### config.mk
export PLATFORM = sky130hd
export DESIGN_NAME = pc_fetch_seq
export DESIGN_NICKNAME = d
export VERILOG_FILES = /design/src/rtl/pc_fetch_seq.sv
export SDC_FILE = /design/constraint.sdc
export NUM_CORES = 1
export LEC_CHECK = 0
export ABC_AREA = 1
export BUFFER_PORTS_ARGS = -buffer_cell sky130_fd_sc_hd__buf_2
export CAP_MARGIN = 20
export CORE_MARGIN = 2
export CORE_UTILIZATION = 55
export DETAILED_ROUTE_END_ITERATION = 8
export HOLD_SLACK_MARGIN = 0.15
export PLACE_DENSITY = 0.9
export SYNTH_ARGS = -nofsm -noshare
export SYNTH_HDL_FRONTEND = slang
export SYNTH_SLANG_ARGS = --single-unit
### constraint.sdc
create_clock -name clk -period 5.2 [get_ports clk]
set_clock_uncertainty 0.15 [all_clocks]
set_input_delay 0.52 -clock clk [delete_from_list [all_inputs] [get_ports clk]]
set_output_delay 0.52 -clock clk [all_outputs]
set_load 0.01 [all_outputs]
### src/rtl/pc_fetch_seq.sv
// pc_fetch_seq: program-counter and instruction-fetch sequencer.
// Owns the architectural PC and issues one fetch at a time over a valid/ready
// request with a single-cycle response pulse. It holds each fetched
// instruction for the datapath until it is acknowledged. It then advances the
// PC to pc+4 or to the branch target.
//
// Ports:
//   clk, rst          rising-edge clock, asynchronous active-high reset
//   imem_req_valid/ready, imem_addr    fetch request channel
//   imem_rsp_valid/data                fetch response (single-cycle pulse)
//   instr_valid, instr, pc             instruction presented to the datapath
//   instr_ack, branch, zero_flag, pc_branch  execution result from datapath
//   misalign_err      sticky: taken branch target was not word-aligned
//   instret           count of acknowledged instructions
module pc_fetch_seq #(
  parameter logic [31:0] RESET_PC  = 32'h0000_0000,
  parameter int unsigned INSTRET_W = 32
) (
  input  logic                 clk,
  input  logic                 rst,
  output logic                 imem_req_valid,
  input  logic                 imem_req_ready,
  output logic [31:0]          imem_addr,
  input  logic                 imem_rsp_valid,
  input  logic [31:0]          imem_rsp_data,
  output logic                 instr_valid,
  output logic [31:0]          instr,
  output logic [31:0]          pc,
  input  logic                 instr_ack,
  input  logic                 branch,
  input  logic                 zero_flag,
  input  logic [31:0]          pc_branch,
  output logic                 misalign_err,
  output logic [INSTRET_W-1:0] instret
);

  typedef enum logic [2:0] {StBoot, StReq, StWait, StExec, StHalt} state_e;

  state_e                state_q, state_d;
  logic [31:0]           pc_q, pc_d;
  logic [31:0]           instr_q, instr_d;
  logic                  req_valid_q, req_valid_d;
  logic                  instr_valid_q, instr_valid_d;
  logic                  misalign_q, misalign_d;
  logic [INSTRET_W-1:0]  instret_q, instret_d;
  logic                  take;

  assign take = branch & zero_flag;

  // Output flags are registered alongside the state so they line up with it:
  // req_valid is set on entry to REQ and instr_valid on entry to EXEC.
  always_comb begin
    state_d       = state_q;
    pc_d          = pc_q;
    instr_d       = instr_q;
    req_valid_d   = req_valid_q;
    instr_valid_d = instr_valid_q;
    misalign_d    = misalign_q;
    instret_d     = instret_q;
    unique case (state_q)
      StBoot: begin
        state_d     = StReq;
        req_valid_d = 1'b1;
      end
      StReq: begin
        if (imem_req_ready) begin
          state_d     = StWait;
          req_valid_d = 1'b0;
        end
      end
      StWait: begin
        if (imem_rsp_valid) begin
          state_d       = StExec;
          instr_d       = imem_rsp_data;
          instr_valid_d = 1'b1;
        end
      end
      StExec: begin
        if (instr_ack) begin
          instret_d     = instret_q + INSTRET_W'(1);
          instr_valid_d = 1'b0;
          if (take && (pc_branch[1:0] != 2'b00)) begin
            // Faulting PC is kept so it can be inspected after the halt.
            state_d    = StHalt;
            misalign_d = 1'b1;
          end else begin
            state_d     = StReq;
            req_valid_d = 1'b1;
            pc_d        = take ? pc_branch : (pc_q + 32'd4);
          end
        end
      end
      StHalt: begin
        state_d = StHalt;
      end
      default: begin
        state_d       = StHalt;
        req_valid_d   = 1'b0;
        instr_valid_d = 1'b0;
      end
    endcase
  end

  always_ff @(posedge clk or posedge rst) begin
    if (rst) begin
      state_q       <= StBoot;
      pc_q          <= RESET_PC;
      instr_q       <= 32'h0;
      req_valid_q   <= 1'b0;
      instr_valid_q <= 1'b0;
      misalign_q    <= 1'b0;
      instret_q     <= '0;
    end else begin
      state_q       <= state_d;
      pc_q          <= pc_d;
      instr_q       <= instr_d;
      req_valid_q   <= req_valid_d;
      instr_valid_q <= instr_valid_d;
      misalign_q    <= misalign_d;
      instret_q     <= instret_d;
    end
  end

  assign imem_req_valid = req_valid_q;
  assign imem_addr      = pc_q;
  assign pc             = pc_q;
  assign instr_valid    = instr_valid_q;
  assign instr          = instr_q;
  assign misalign_err   = misalign_q;
  assign instret        = instret_q;

endmodule

==> qor.csv <==
stage,metric,value,unit
status,status,completed,
finish,final_cell_area,6920,um2
clock_tree,cts_sinks,102,
sta,fin_setup_tns,0,ps
routing,drt-pass1-iter-count,5,
floorplan,die_area,11500,um2
worst_hold_path,worstHoldPathType,input port to flop,
place,place.port_buffers,201,
sta,slew_headroom,46.6,%
logic_synthesis,synth_edf_count,0,
floorplan,rows,37,
clock_tree,cts_tree,done,
logic_synthesis,synthArstFlopShare,100,%
setup_path,cp-startpoint,state_q[2]$_DFFE_PP0P_,
logic_synthesis,synth_flop_cell,dfrtp_1,
routing,wire_per_inst,13.5,um
clock_tree,post_cts_buffers,0,
setup_path,r2r_slack,2640,ps
routing,drc,0,
place,postPlaceCellArea,6690,um2
finish,nFillCells,891,
place,dpl.hpwl,10900,um
routing,vias_per_cell,5.14,
setup_path,critical_path_class,flop to flop,
floorplan,die_h,107,um
logic_synthesis,ys_top_cells_by_area,"dfrtp_1 44%, nand2_1 15%, nor2_1 8.7%",
sta,finalHoldViolations,0,
logic_synthesis,seq_area_frac_synth,43.7,%
finish,multi_input_area,2710,um2
routing,via_count,5525,
flow_run,maxCapViolCount,0,
floorplan,start_util,56.6,%
worst_hold_path,hold_depth,2,
clock_tree,clock_path_buffers,2,
power_and_ir_drop,power.density,211,nW/um2
logic_synthesis,synth_commonest_cells,"232 x nand2_1, 135 x nor2_1, 102 x dfrtp_1, 64 x inv_1, 48 x nand3_1",
sta,finalCriticalPeriod,2560,ps
finish,syn2layout_area_growth,18.5,%
setup_path,rr_startpoint,state_q[2]$_DFFE_PP0P_,
global_route,grt_pass1_vias,4993,
finish,regArea,2550,um2
logic_synthesis,synth_area,5840,um2
global_route,grt_pass1_wl,23100,um
place,gp_congestion,0.913,
floorplan,ioPinCount,202,
floorplan,dieWidth,107,um
clock_tree,cts-root-buf,clkbuf_8,
sta,final-setup-viol-count,0,
sta,rsz0062_at_grt,false,
logic_synthesis,ys_ff_latch,102,
setup_path,cp_max_fo,22,
setup_path,required,5350,ps
finish,finalNetCount,1007,
setup_path,start_kind,flop,
floorplan,fp.coreArea,10300,um2
clock_tree,clkLatencyLatePin,360,ps
global_route,antenna_found_initial,2,
clock_tree,numCtsBuffers,9,
global_route,grt_max_degree,53,
clock_tree,clkTransAtPathRegs,110,ps
logic_synthesis,yosys_warnings,0,
setup_path,r2r_end,imem_addr[9]$_DFFE_PP0P_,
sta,slew_viol_final,0,
setup_path,crit_path_end_kind,flop,
routing,postRouteAntennaNets,0,
logic_synthesis,synthCells,767,
sta,max_freq,0.391,GHz
logic_synthesis,synth_top_area_share,43.7,%
global_route,overflow,0,
finish,drive_above_1_share,28.6,%
power_and_ir_drop,ir_worst_vdd,0.147,mV
finish,diodes,0,
clock_tree,ctsHtreeMaxLevel,3,
sta,tightest_slew,801,ps
power_and_ir_drop,p_leak,0.00382,uW
global_route,grt_use_total,25.2,%
logic_synthesis,avgSynthCellArea,7.62,um2
sta,fin_crit_sh,49.2,%
logic_synthesis,synth.net_count,840,
logic_synthesis,yosysMostFrequentCell,nand2_1,
routing,drtIter0Drc,332,
power_and_ir_drop,fin_total_pwr,1460,uW
routing,wl,14500,um
logic_synthesis,yosysTopAreaCell,dfrtp_1,
setup_path,rr_worst_depth,7,
setup_path,endpoint,imem_addr[9]$_DFFE_PP0P_,
logic_synthesis,synth_cell_types,31,
setup_path,cp.arrival,2710,ps
[cell usage in the layout (no fill, tap or decap), types with 4 or more instances in the layout]
cell type / count
o21ai_0: 21
dfrtp_1: 102
nand3_1: 48
nor2_2: 6
mux2_2: 32
nor3_1: 11
xor2_1: 13
xnor2_1: 9
clkbuf_8: 11
nor2_1: 135
nand4_1: 5
inv_1: 63
nand2_1: 232
buf_2: 201
a21oi_1: 12
and2_1: 4
[stage by stage]
step | cells | hold slack (ps) | setup slack [ps] | utilization [%]
global placement | 1057 | 320 | 2400 | 64.8
detailed placement | 1057 | 332 | 2300 | 64.8
finish | 1074 | 239 | 2640 | 67.1
global route | 1074 | 225 | 2420 | 67.1
floorplan | 767 | 350 | 1850 | -
CTS | 1073 | 221 | 2360 | 66.9
[registers in the layout (all words and copies together) (netlist names)]
signal and cells:
misalign_err 1, imem_req_valid 1, imem_addr 32, state_q 3
instr 32, instret 32, instr_valid 1
[kinds of logic (layout without fill, tap and decap cells)]
group,after synthesis,after routing,synth area share (%)
xor+xnor,22,22,3.30
compound gates,43,43,3.98
buf+inv,113,284,10.0
mux,32,32,6.17
simple gates,453,453,32.4
fa+ha+maj,2,2,0.428
flops,102,102,43.7
[worst min-delay path by stage]
stage | start | to | slack (ps)
6_report | imem_rsp_data[23] | instr[23]$_DFFE_PP0P_ | 240
5_1_grt | imem_rsp_data[23] | instr[23]$_DFFE_PP0P_ | 230
4_1_cts | imem_rsp_data[11] | instr[11]$_DFFE_PP0P_ | 220
3_5_place_dp | imem_req_valid$_DFFE_PP0P_ | imem_req_valid$_DFFE_PP0P_ | 330
3_3_place_gp | instret[31]$_DFFE_PP0P_ | instret[31]$_DFFE_PP0P_ | 320
2_1_floorplan | misalign_err$_DFFE_PP0P_ | misalign_err$_DFFE_PP0P_ | 350
[per-layer routing]
layer	vias to the layer above	GRT usage (%)	wire, um
met4	2	8.63	301
met5	-	0	11
met2	253	42.4	7030
met1	2527	32.5	5970
met3	26	5.05	1220
li1	2717	-	-
[report_power, final]
| group | internal (uW) | switching (uW) |
|---|---|---|
| Sequential | 803 | 18.1 |
| Combinational | 48.4 | 69.1 |
| Clock | 248 | 277 |
[cell type report]
cell class | instances | area share (%)
multi-input cells | 552 | 39.1
flip-flops and latches | 102 | 36.9
repair buffers | 205 | 15.1
inverters | 64 | 3.51
well taps | 136 | 2.46
clock buffers | 11 | 2.19
clock inverters | 4 | 0.777
[critical path, stage by stage (launching register included)]
cell and delay [ps]:
dfrtp_1 420, inv_1 190, nand4_4 230, nor2_2 670, nand2_1 410, inv_1 250
nor3_1 70, nor2_1 100
[what timing repair did]
action / in CTS / in global routing
hold buffers: 1 / 0
resized for setup: 0 / 0
hold endpoints to repair: 50 / 0
Note: power is estimated with default switching activity, not from simulation.
